`config.mk`:
```
export PLATFORM = sky130hd
export DESIGN_NAME = crc4_encoder
export DESIGN_NICKNAME = d
export VERILOG_FILES = /design/src/rtl/crc4_encoder.sv
export SDC_FILE = /design/constraint.sdc
export NUM_CORES = 1
export LEC_CHECK = 0
export ABC_CLOCK_PERIOD_IN_PS = 2240
export BUFFER_PORTS_ARGS = -buffer_cell sky130_fd_sc_hd__buf_2
export CELL_PAD_IN_SITES_DETAIL_PLACEMENT = 1
export CELL_PAD_IN_SITES_GLOBAL_PLACEMENT = 1
export CORE_MARGIN = 2
export CORE_UTILIZATION = 47
export CTS_BUF_LIST = sky130_fd_sc_hd__clkbuf_4
export DETAILED_ROUTE_END_ITERATION = 10
export MAX_ROUTING_LAYER = met4
export PLACE_DENSITY = 0.91
export SKIP_CTS_REPAIR_TIMING = 1
export SYNTH_ARGS = -nofsm -noshare
export SYNTH_HDL_FRONTEND = slang
export SYNTH_SLANG_ARGS = --single-unit
```
`constraint.sdc`:
```
create_clock -name clk -period 2.24 [get_ports clk]
set_clock_uncertainty 0.1 [all_clocks]
set_input_delay 0.224 -clock clk [delete_from_list [all_inputs] [get_ports clk]]
set_output_delay 0.224 -clock clk [all_outputs]
set_load 0.03 [all_outputs]
```
`src/rtl/crc4_encoder.sv`:
```
// crc4_encoder: bit-serial CRC-4 generator (G(x) = x^4 + x + 1).
// Accepts a 4-bit nibble, shifts it MSB first through an LFSR over four
// clocks, then presents the codeword {data, crc} until downstream takes it.

module crc4_encoder #(
    parameter logic [3:0] POLY  = 4'b0011,
    parameter int         NBITS = 4
) (
    input  logic       clk,
    input  logic       rst,
    input  logic       in_valid,
    output logic       in_ready,
    input  logic [3:0] InData,
    output logic       out_valid,
    input  logic       out_ready,
    output logic [7:0] OutputData,
    output logic       busy
);

    typedef enum logic [1:0] {
        IDLE = 2'd0,
        CALC = 2'd1,
        DONE = 2'd2
    } state_t;

    localparam logic [1:0] LAST_CNT = 2'(NBITS - 1);

    state_t     state;
    logic [3:0] data_q;
    logic [3:0] crc;
    logic [1:0] cnt;
    logic       data_bit;
    logic       fb;
    logic [3:0] next_crc;

    // One LFSR step: select the current data bit (MSB first) and fold it into the remainder
    always_comb begin
        data_bit = data_q[2'd3 - cnt];
        fb       = data_bit ^ crc[3];
        next_crc = {crc[2:0], 1'b0} ^ (fb ? POLY : 4'b0000);
    end

    // Handshake FSM with the LFSR state and registered codeword outputs
    always_ff @(posedge clk or posedge rst) begin
        if (rst) begin
            state      <= IDLE;
            data_q     <= 4'b0000;
            crc        <= 4'b0000;
            cnt        <= 2'd0;
            OutputData <= 8'h00;
            out_valid  <= 1'b0;
        end else begin
            case (state)
                IDLE: begin
                    if (in_valid) begin
                        data_q <= InData;
                        crc    <= 4'b0000;
                        cnt    <= 2'd0;
                        state  <= CALC;
                    end
                end
                CALC: begin
                    crc <= next_crc;
                    cnt <= cnt + 2'd1;
                    if (cnt == LAST_CNT) begin
                        OutputData <= {data_q, next_crc};
                        out_valid  <= 1'b1;
                        state      <= DONE;
                    end
                end
                DONE: begin
                    if (out_ready) begin
                        out_valid <= 1'b0;
                        state     <= IDLE;
                    end
                end
                default: begin
                    state     <= IDLE;
                    out_valid <= 1'b0;
                end
            endcase
        end
    end

    // Handshake/status flags follow directly from the state register
    assign in_ready = (state == IDLE);
    assign busy     = (state != IDLE);

endmodule
```
# Yosys cells after proc, flatten, opt, wreduce, memory -nomap -nowiden
# Cells that the tools add are included.
# word_totals
register_bits	21
in_bits	8
output_inout_bits	11
word_cells	40
# classes
n_addsub	2
n_lt_le_gt_ge	1
eq_ne	6
n_mux	14
n_bitwise	3
n_reduce_logical	8
# ops
cell	n
$mux W2	5
$pmux W4 S2	1
$ne A2 B2 Y1 const B	3
$pmux W2 S3	1
$reduce_and A2 Y1	3
$reduce_and A3 Y1	2
$eq A2 B2 Y1 const B	2
$mux W4	1
$pmux W2 S2	1
$reduce_bool A2 Y1	2
$xor A4 B2 Y4	1
$lt A2 B3 Y1 const B	1
$mux W1	3
$pmux W1 S3	1
$add A2 B1 Y2 const B	1
$bmux W1 S2	1
$eq A2 B1 Y1 const B	1
$logic_not A2 Y1	1
$sub A2 B2 Y2 const A	1
$not A1 Y1	1
$xor A1 B1 Y1	1

# Depth between registers and ports, before layout
# Gate-level depths: netlist (run 1).
# logic_depth
ltp_word	7
depth_mapped	5
mapped_depth_nobuf	4

# Worst setup path before layout (run 1)
# No wires, ideal clock.
# synth_path
kind	flip-flop to flip-flop
startpoint	register state[0]
endpoint	register data_q[0]
setup_time_ns	0.125
t_arrival_ns	1.420
required_ns	2.015
slack_ns	0.595
path_stages_with_launch	6
path_buffers	1
period_less_slack_ns	1.645
cell_sequence	dfrtp_1 -> buf_6 -> or2_4 -> inv_2 -> and2_4 -> mux2_2
# synth_between
elab_chain_len	2
# synth_lines
element	line	source
start, declared	28	state_t state;
start signal, assigned	46	state <= IDLE;
start signal, assigned	59	state <= CALC;
start signal, assigned	68	state <= DONE;
$logic_not A2 Y1	-	
named net in_ready	12	output logic in_ready,
$reduce_and A2 Y1 (no source line)	-	
end signal, assigned	56	data_q <= InData;
end, declared	29	logic [3:0] data_q;
# The timed path passes the listed nets, and every way through them passes these cells.
# A chain may end at the register's enable or synchronous reset.

# Final worst setup path (run 1)
# layout_path
startpoint	register cnt[0]
endpoint	register OutputData[7]
# layout_between
elab_chain_len	2
# layout_lines
element	line	source
start, declared	31	logic [1:0] cnt;
start signal, assigned	64	cnt <= cnt + 2'd1;
$eq A2 B2 Y1	65	if (cnt == LAST_CNT) begin
$reduce_and A2 Y1 (no source line)	-	
end signal, assigned	66	OutputData <= {data_q, next_crc};
end, declared	16	output logic [7:0] OutputData,
# No other way between the ends.

==> flow_results.xml, run 1 <==
<?xml version="1.0" encoding="UTF-8"?>
<metrics>
  <group name="sta">
    <metric name="slew-limit-headroom" unit="%">46.4</metric>
    <metric name="fin_tns_setup" unit="ps">0</metric>
    <metric name="final.setup.worst_slack" unit="ps">539</metric>
    <metric name="report.final.setup_viol" unit="">0</metric>
    <metric name="fin_worst_hold_slack" unit="ps">-43.0</metric>
    <metric name="timing.final.crit_share" unit="%">75.9</metric>
    <metric name="max_freq" unit="MHz">588</metric>
    <metric name="final_hold_viol_count" unit="">21</metric>
    <metric name="setup_repair_after_global_routing_missed_its_margin" unit="">false</metric>
    <metric name="final_period_minus_worst_setup_slack" unit="ps">1700</metric>
    <metric name="finalMaxSlewViolations" unit="">0</metric>
    <metric name="slew_at_the_pin_closest_to_its_max_slew_limit" unit="ps">803</metric>
  </group>
  <group name="clock_tree">
    <metric name="clock_input_transition_at_the_sequential_cells_of_the_worst_setup_and_hold_paths" unit="ps">120</metric>
    <metric name="cts_num_sinks" unit="">21</metric>
    <metric name="clock_tree.htree_level_count" unit="">1</metric>
    <metric name="cts_tree" unit="">built</metric>
    <metric name="numCtsBuffers" unit="">3</metric>
    <metric name="cts_buffer_depth" unit="">2</metric>
    <metric name="clk_tree_root_cell" unit="">clkbuf_4</metric>
    <metric name="clkLatencyLatePin" unit="ps">300</metric>
  </group>
  <group name="critical_path">
    <metric name="reg2reg_to" unit="">OutputData[7]$_DFFE_PP0P_</metric>
    <metric name="setup_crit_path_kind" unit="">register to register</metric>
    <metric name="critical_path.max_stage_delay" unit="ps">440</metric>
    <metric name="regToRegSetupSlack" unit="ps">540</metric>
    <metric name="timing.critical_path.slowest_stage_cell" unit="">dfrtp_1</metric>
    <metric name="required" unit="ps">2330</metric>
    <metric name="worst_setup_path_endpoint" unit="">OutputData[7]$_DFFE_PP0P_</metric>
    <metric name="critical_path.endpoint_type" unit="">register</metric>
    <metric name="timing.critical_path.cells" unit="">ha_1 &gt; nand3b_1 &gt; mux2_2</metric>
    <metric name="critPathMaxFanout" unit="">12</metric>
    <metric name="cp-start-kind" unit="">register</metric>
    <metric name="buf_inv_on_cp" unit="">0</metric>
    <metric name="reg2reg_from" unit="">cnt[0]$_DFFE_PP0P_</metric>
    <metric name="startpoint" unit="">cnt[0]$_DFFE_PP0P_</metric>
    <metric name="worstPathArrival" unit="ps">1790</metric>
    <metric name="critical-path-top-delay-family" unit="">flip-flops</metric>
    <metric name="cp_num_cells" unit="">3</metric>
    <metric name="worst_r2r_path_depth" unit="">3</metric>
  </group>
  <group name="worst_hold_path">
    <metric name="hold_path.class" unit="">input pin to asynchronous set/reset pin</metric>
  </group>
  <group name="drt">
    <metric name="routed_wl" unit="mm">1.69</metric>
    <metric name="vias_per_cell" unit="">5.12</metric>
    <metric name="final_antenna_violating_net_count" unit="">0</metric>
    <metric name="drc" unit="">0</metric>
    <metric name="drt-wirelength-per-cell" unit="um">15.0</metric>
    <metric name="router_iterations_before_antenna_repair" unit="">2</metric>
    <metric name="dr_total_vias" unit="">579</metric>
    <metric name="drtIter0Drc" unit="">2</metric>
  </group>
  <group name="final_layout">
    <metric name="final_net_count" unit="">98</metric>
    <metric name="mostFrequentLayoutCells" unit="">dfrtp_1 (21), buf_2 (18), mux2_2 (10), nand2_1 (9), o21ai_0 (6)</metric>
    <metric name="layout_commonest_cell" unit="">dfrtp_1</metric>
    <metric name="synthToLayoutAreaGrowth" unit="%">15.1</metric>
    <metric name="share_of_cells_above_drive_strength_1" unit="%">42.0</metric>
    <metric name="n_antenna_cell" unit="">0</metric>
    <metric name="fill_cells" unit="">198</metric>
    <metric name="design_area" unit="sq um">1010</metric>
  </group>
  <group name="die">
    <metric name="die_h" unit="um">47.3</metric>
    <metric name="std_cell_rows" unit="">15</metric>
    <metric name="design.portCount" unit="">19</metric>
    <metric name="initial_utilization" unit="%">50.5</metric>
    <metric name="floorplan.core_area" unit="sq um">1750</metric>
    <metric name="die_area" unit="sq um">2240</metric>
    <metric name="floorplan.die.width" unit="um">47.3</metric>
  </group>
  <group name="outcome">
    <metric name="failed_checks" unit="">hold timing</metric>
    <metric name="run_status" unit="">finished, violations left</metric>
  </group>
  <group name="logic_synthesis">
    <metric name="mappedNetlistArea" unit="sq um">881</metric>
    <metric name="syn_inst" unit="">68</metric>
    <metric name="syn_avg_cell_area" unit="sq um">13.0</metric>
    <metric name="synthDominantCellAreaShare" unit="%">59.7</metric>
    <metric name="synth.top_cells.by_area" unit="">dfrtp_1 (60%), mux2_2 (13%), nand2_1 (3.8%), o21ai_0 (3.4%), mux4_2 (2.6%)</metric>
    <metric name="synthesis.yosys.warnings" unit="">0</metric>
    <metric name="ys_ff_latch" unit="">21</metric>
    <metric name="ys_types" unit="">22</metric>
    <metric name="cell_taking_the_most_area_after_synthesis" unit="">dfrtp_1</metric>
    <metric name="syn-num-nets" unit="">77</metric>
    <metric name="synth_sequential_area_ratio" unit="%">59.7</metric>
  </group>
  <group name="placed_design">
    <metric name="port_buffers" unit="">18</metric>
    <metric name="place.detailed.hpwl" unit="mm">1.27</metric>
    <metric name="pre_cts_ws" unit="ps">545</metric>
    <metric name="postPlaceCellArea" unit="sq um">986</metric>
    <metric name="gp_congestion" unit="">0.712</metric>
  </group>
  <group name="power_and_ir_drop">
    <metric name="power-per-cell-area" unit="nW/um^2">1680</metric>
    <metric name="worst_ir_drop_vdd" unit="V">0.000673</metric>
    <metric name="leakagePower" unit="nW">0.500</metric>
    <metric name="post-layout-total-power" unit="mW">1.70</metric>
  </group>
  <group name="global_route">
    <metric name="grt_remaining_overflow" unit="">0</metric>
    <metric name="antenna_found_initial" unit="">0</metric>
    <metric name="grt_pass1_wl" unit="mm">2.66</metric>
    <metric name="largest_net_degree_at_the_start_of_global_routing" unit="">22</metric>
    <metric name="global_route.usage.total" unit="%">18.6</metric>
    <metric name="vias_in_the_first_global_route" unit="">573</metric>
  </group>
  <group name="run">
    <metric name="maxCapViolations" unit="">0</metric>
  </group>
</metrics>
synthesized netlist by cell type, drive strengths merged:
master	n
nand3b	1
mux2i	1
xor2	1
and2	1
mux2	10
o21ai	6
nand2	9
o21bai	1
or2	1
ha	1
nor2b	1
mux4	1
nor2	2
nand2b	1
inv	3
buf	2
dfrtp	21
a22o	3
xnor2	2
worst min-delay path by stage:
stage / to / slack [ps] / start
6_report: data_q[1]$_DFFE_PP0P_ / -40 / rst
3_5_place_dp: data_q[1]$_DFFE_PP0P_ / 300 / rst
2_1_floorplan: OutputData[0]$_DFFE_PP0P_ / 100 / rst
4_1_cts: cnt[0]$_DFFE_PP0P_ / -30 / rst
3_3_place_gp: data_q[3]$_DFFE_PP0P_ / 300 / rst
5_1_grt: data_q[1]$_DFFE_PP0P_ / 8 / rst
layout make-up:
cell class,count,area (sq um),area share (%)
Sequential cell,21,526,51.9
Multi-Input combinational cell,42,328,32.3
Timing Repair Buffer,18,90.1,8.89
Tap cell,25,31.3,3.09
Clock buffer,3,22.5,2.22
Inverter,3,11.3,1.11
Clock inverter,1,5.00,0.494
power by group:
part	switching (mW)	total, mW	leakage (nW)	internal [mW]
Combinational	0.461	0.814	0.225	0.353
Clock	0.113	0.179	0.0177	0.0664
Sequential	0.147	0.710	0.257	0.564
Total	0.721	1.70	0.500	0.984
flip-flops by register name, indices dropped and copies added, names as in the netlist:
register	cells
OutputData	8
crc	4
data_q	4
cnt	2
state	2
out_valid	1
worst reg2reg max path: stages (launching register included):
cell	delay (ps)
dfrtp_1	440
ha_1	230
nand3b_1	410
mux2_2	410
cells by family (layout without fill, tap and decap cells):
group,Yosys count,count (layout),synth area share [%]
AOI/OAI and AO/OA,10,10,7.39
xor gates and xnor gates,3,3,2.98
adders and majority gates,1,1,1.42
buffers and inverters,5,25,3.12
DFF,21,21,59.7
muxes,12,12,16.5
and+or+nand+nor,16,16,8.95
per-layer routing:
metal / track usage [%] / vias to the layer above / routed length [um]
met5: - / - / 0
met4: 6.67 / 0 / 13
li1: - / 269 / -
met3: 4.62 / 2 / 65
met1: 21.3 / 294 / 746
met2: 31.4 / 14 / 869
stage by stage:
stage          instances  utilization (%)
2_1_floorplan         68                -
3_3_place_gp         109             56.5
3_5_place_dp         109             56.5
4_1_cts              113             58.1
5_1_grt              113             58.1
6_report             113             58.1
Power figures use the tool's default switching activity.
==> run 2, diff against run 1 <==
- ABC_AREA: unset -> 1
- ABC_CLOCK_PERIOD_IN_PS: 2240 -> 1570
- CORE_UTILIZATION: 47 -> 41
- PLACE_DENSITY: 0.91 -> 0.85
- clock period: 2.24 -> 1.57 ns (I/O delays scaled with it)
==> run 2 against run 1 <==
- the run still ends with hold timing left
- highest routed layer unchanged
- count of clock-buffer cells in the layout rose by 1
- global-route usage rose by 0.73 points
- largest cell class unchanged
- core utilization fell by 7.8 points
- clock power rose by 59%
- final area rose by 7.5%
- via count rose by 30%
- critical path depth fell by 1
- flip-flop and latch count did not move
- critical endpoint is now in_ready
- largest power group unchanged
- total power rose by 50%
- register-to-register slack got worse by 370 ps
- first-iteration DRC count rose to 4.5 times the previous value
- worst hold slack improved by 33 ps
==> flow_results.xml, run 2 <==
<?xml version="1.0" encoding="UTF-8"?>
<metrics>
  <group name="outcome">
    <metric name="run_status" unit="">finished, violations left</metric>
    <metric name="failed_checks" unit="">hold timing</metric>
  </group>
  <group name="clock_tree">
    <metric name="clock_input_transition_at_the_sequential_cells_of_the_worst_setup_and_hold_paths" unit="ps">120</metric>
    <metric name="numCtsBuffers" unit="">3</metric>
    <metric name="clk_tree_root_cell" unit="">clkbuf_4</metric>
    <metric name="clock_tree.htree_level_count" unit="">1</metric>
    <metric name="cts_tree" unit="">built</metric>
    <metric name="clkLatencyLatePin" unit="ps">310</metric>
    <metric name="cts_num_sinks" unit="">21</metric>
    <metric name="cts_buffer_depth" unit="">2</metric>
  </group>
  <group name="placed_design">
    <metric name="port_buffers" unit="">18</metric>
    <metric name="gp_congestion" unit="">0.855</metric>
    <metric name="place.detailed.hpwl" unit="mm">1.61</metric>
  </group>
  <group name="drt">
    <metric name="drc" unit="">0</metric>
    <metric name="drtIter0Drc" unit="">9</metric>
    <metric name="final_antenna_violating_net_count" unit="">0</metric>
    <metric name="routed_wl" unit="mm">2.07</metric>
    <metric name="drt-wirelength-per-cell" unit="um">13.7</metric>
    <metric name="router_iterations_before_antenna_repair" unit="">4</metric>
    <metric name="vias_per_cell" unit="">5.00</metric>
    <metric name="dr_total_vias" unit="">755</metric>
  </group>
  <group name="critical_path">
    <metric name="setup_crit_path_kind" unit="">register to output port</metric>
    <metric name="worst_r2r_path_depth" unit="">6</metric>
    <metric name="required" unit="ps">1310</metric>
    <metric name="worstPathArrival" unit="ps">1180</metric>
    <metric name="regToRegSetupSlack" unit="ps">170</metric>
    <metric name="cp-start-kind" unit="">register</metric>
    <metric name="reg2reg_from" unit="">cnt[0]$_DFFE_PP0P_</metric>
    <metric name="critical_path.endpoint_type" unit="">output port</metric>
    <metric name="critPathMaxFanout" unit="">4</metric>
    <metric name="reg2reg_to" unit="">OutputData[0]$_DFFE_PP0P_</metric>
  </group>
  <group name="power_and_ir_drop">
    <metric name="power-per-cell-area" unit="nW/um^2">2340</metric>
    <metric name="post-layout-total-power" unit="mW">2.55</metric>
    <metric name="leakagePower" unit="nW">0.595</metric>
    <metric name="worst_ir_drop_vdd" unit="V">0.00105</metric>
  </group>
  <group name="final_layout">
    <metric name="reg.largest.list" unit="">OutputData: 8 flops, crc: 4 flops, data_q: 4 flops</metric>
    <metric name="layout_commonest_cell" unit="">nand2_1</metric>
    <metric name="largest_register_ffs" unit="">8</metric>
    <metric name="registers.top_by_ff_count" unit="">OutputData</metric>
    <metric name="final_net_count" unit="">133</metric>
    <metric name="synthToLayoutAreaGrowth" unit="%">18.7</metric>
    <metric name="mostFrequentLayoutCells" unit="">nand2_1 (28), dfrtp_1 (21), buf_2 (18), inv_1 (10), nand3_1 (9)</metric>
    <metric name="share_of_cells_above_drive_strength_1" unit="%">30.1</metric>
    <metric name="n_antenna_cell" unit="">0</metric>
  </group>
  <group name="logic_synthesis">
    <metric name="cell_taking_the_most_area_after_synthesis" unit="">dfrtp_1</metric>
    <metric name="mappedNetlistArea" unit="sq um">918</metric>
    <metric name="synth_sequential_area_ratio" unit="%">57.2</metric>
    <metric name="ys_types" unit="">18</metric>
    <metric name="synth_enable_flop_cells" unit="">0</metric>
    <metric name="synth.top_cells.by_area" unit="">dfrtp_1 (57%), nand2_1 (11%), nand3_1 (4.9%), o21ai_2 (4.8%), inv_1 (4.1%)</metric>
    <metric name="synth.most_common_cell" unit="">nand2_1</metric>
    <metric name="synthesis.yosys.warnings" unit="">0</metric>
    <metric name="ys_ff_latch" unit="">21</metric>
    <metric name="synth_common_cells" unit="">nand2_1 (28), dfrtp_1 (21), inv_1 (10), nand3_1 (9)</metric>
    <metric name="synthDominantCellAreaShare" unit="%">57.2</metric>
    <metric name="syn_inst" unit="">99</metric>
    <metric name="async_flop_share" unit="%">100</metric>
    <metric name="syn-num-nets" unit="">108</metric>
    <metric name="synthFlopType" unit="">dfrtp_1</metric>
    <metric name="syn_avg_cell_area" unit="sq um">9.28</metric>
  </group>
  <group name="global_route">
    <metric name="vias_in_the_first_global_route" unit="">814</metric>
    <metric name="grt_pass1_wl" unit="mm">3.62</metric>
    <metric name="antenna_found_initial" unit="">0</metric>
    <metric name="largest_net_degree_at_the_start_of_global_routing" unit="">22</metric>
    <metric name="global_route.usage.total" unit="%">19.4</metric>
    <metric name="grt_remaining_overflow" unit="">0</metric>
  </group>
  <group name="sta">
    <metric name="final_hold_viol_count" unit="">3</metric>
    <metric name="setup_repair_after_global_routing_missed_its_margin" unit="">false</metric>
    <metric name="max_freq" unit="MHz">696</metric>
    <metric name="timing.final.crit_share" unit="%">91.4</metric>
    <metric name="slew_at_the_pin_closest_to_its_max_slew_limit" unit="ps">325</metric>
    <metric name="report.final.setup_viol" unit="">0</metric>
    <metric name="fin_tns_setup" unit="ps">0</metric>
    <metric name="final_period_minus_worst_setup_slack" unit="ps">1440</metric>
    <metric name="fin_worst_hold_slack" unit="ps">-9.90</metric>
    <metric name="slew-limit-headroom" unit="%">78.3</metric>
    <metric name="finalMaxSlewViolations" unit="">0</metric>
  </group>
  <group name="die">
    <metric name="die_area" unit="sq um">2630</metric>
    <metric name="std_cell_rows" unit="">17</metric>
    <metric name="die_h" unit="um">51.3</metric>
    <metric name="design.portCount" unit="">19</metric>
    <metric name="floorplan.core_area" unit="sq um">2170</metric>
    <metric name="initial_utilization" unit="%">42.3</metric>
    <metric name="floorplan.die.width" unit="um">51.3</metric>
  </group>
  <group name="worst_hold_path">
    <metric name="hold_path.class" unit="">input pin to register</metric>
    <metric name="min-delay-start" unit="">InData[2]</metric>
    <metric name="whs_path_depth" unit="">3</metric>
    <metric name="hold-path-endpoint" unit="">data_q[2]$_DFFE_PP0P_</metric>
  </group>
  <group name="run">
    <metric name="maxCapViolations" unit="">0</metric>
  </group>
</metrics>
==> run 2: cell type report <==
cell class | instances | area, sq um
Fill cell | 267 | 1080
Inverter | 15 | 56.3
Tap cell | 28 | 35.0
Multi-Input combinational cell | 62 | 325
Sequential cell | 21 | 526
Timing Repair Buffer | 21 | 118
Clock buffer | 4 | 30.0
==> run 2: worst max-delay path by stage <==
stage / start / to / slack (ps) / depth (start not counted)
6_report: state[1]$_DFFE_PP0P_ / in_ready / 130 / 2
5_1_grt: cnt[0]$_DFFE_PP0P_ / OutputData[3]$_DFFE_PP0P_ / 50 / 6
4_1_cts: state[1]$_DFFE_PP0P_ / in_ready / 120 / 2
3_5_place_dp: cnt[0]$_DFFE_PP0P_ / OutputData[0]$_DFFE_PP0P_ / 180 / 6
3_3_place_gp: cnt[0]$_DFFE_PP0P_ / OutputData[0]$_DFFE_PP0P_ / 250 / 5
2_1_floorplan: state[1]$_DFFE_PP0P_ / data_q[3]$_DFFE_PP0P_ / 70 / 3
==> run 2: logic make-up (layout without fill, tap and decap cells) <==
logic type	after synthesis	count (layout)	synth area share, %
flops	21	21	57.2
compound gates	15	15	10.6
mux	1	1	1.23
buf+inv	16	40	7.36
fa+ha+maj	1	1	1.36
simple gates	45	45	22.2
==> run 2: report_power, final <==
group	internal, mW	switching [mW]	leakage (nW)
registers	0.790	0.170	0.258
clock network	0.117	0.168	0.0184
logic	0.399	0.905	0.319
total	1.31	1.24	0.595
==> run 2: worst max-delay path, stage by stage, from the launching register on <==
cell	delay [ps]
dfrtp_1	450
nor2_2	180
buf_2	230
==> run 2: stage by stage <==
| step | hold WS, ps | setup WS (ps) | std cells | utilization, % | area, sq um |
|---|---|---|---|---|---|
| global route | 6.87 | 54.1 | 151 | 50.2 | 1090 |
| global placement | 98.4 | 251 | 145 | 47.9 | 1040 |
| CTS | -242 | 122 | 149 | 49.3 | 1070 |
| finish | -9.90 | 134 | 151 | 50.2 | 1090 |
| detailed placement | 103 | 179 | 145 | 47.9 | 1040 |
| floorplan | 33.5 | 66.6 | 99 | - | 918 |
==> run 2: layer usage <==
layer  wire length (um)  share of wire (%)  global-route usage (%)
met1                878                 42                    23.3
met2               1040                 50                    31.0
met3                 80                3.9                    3.51
met4                 70                3.4                    10.5
met5                  0                  0                       -
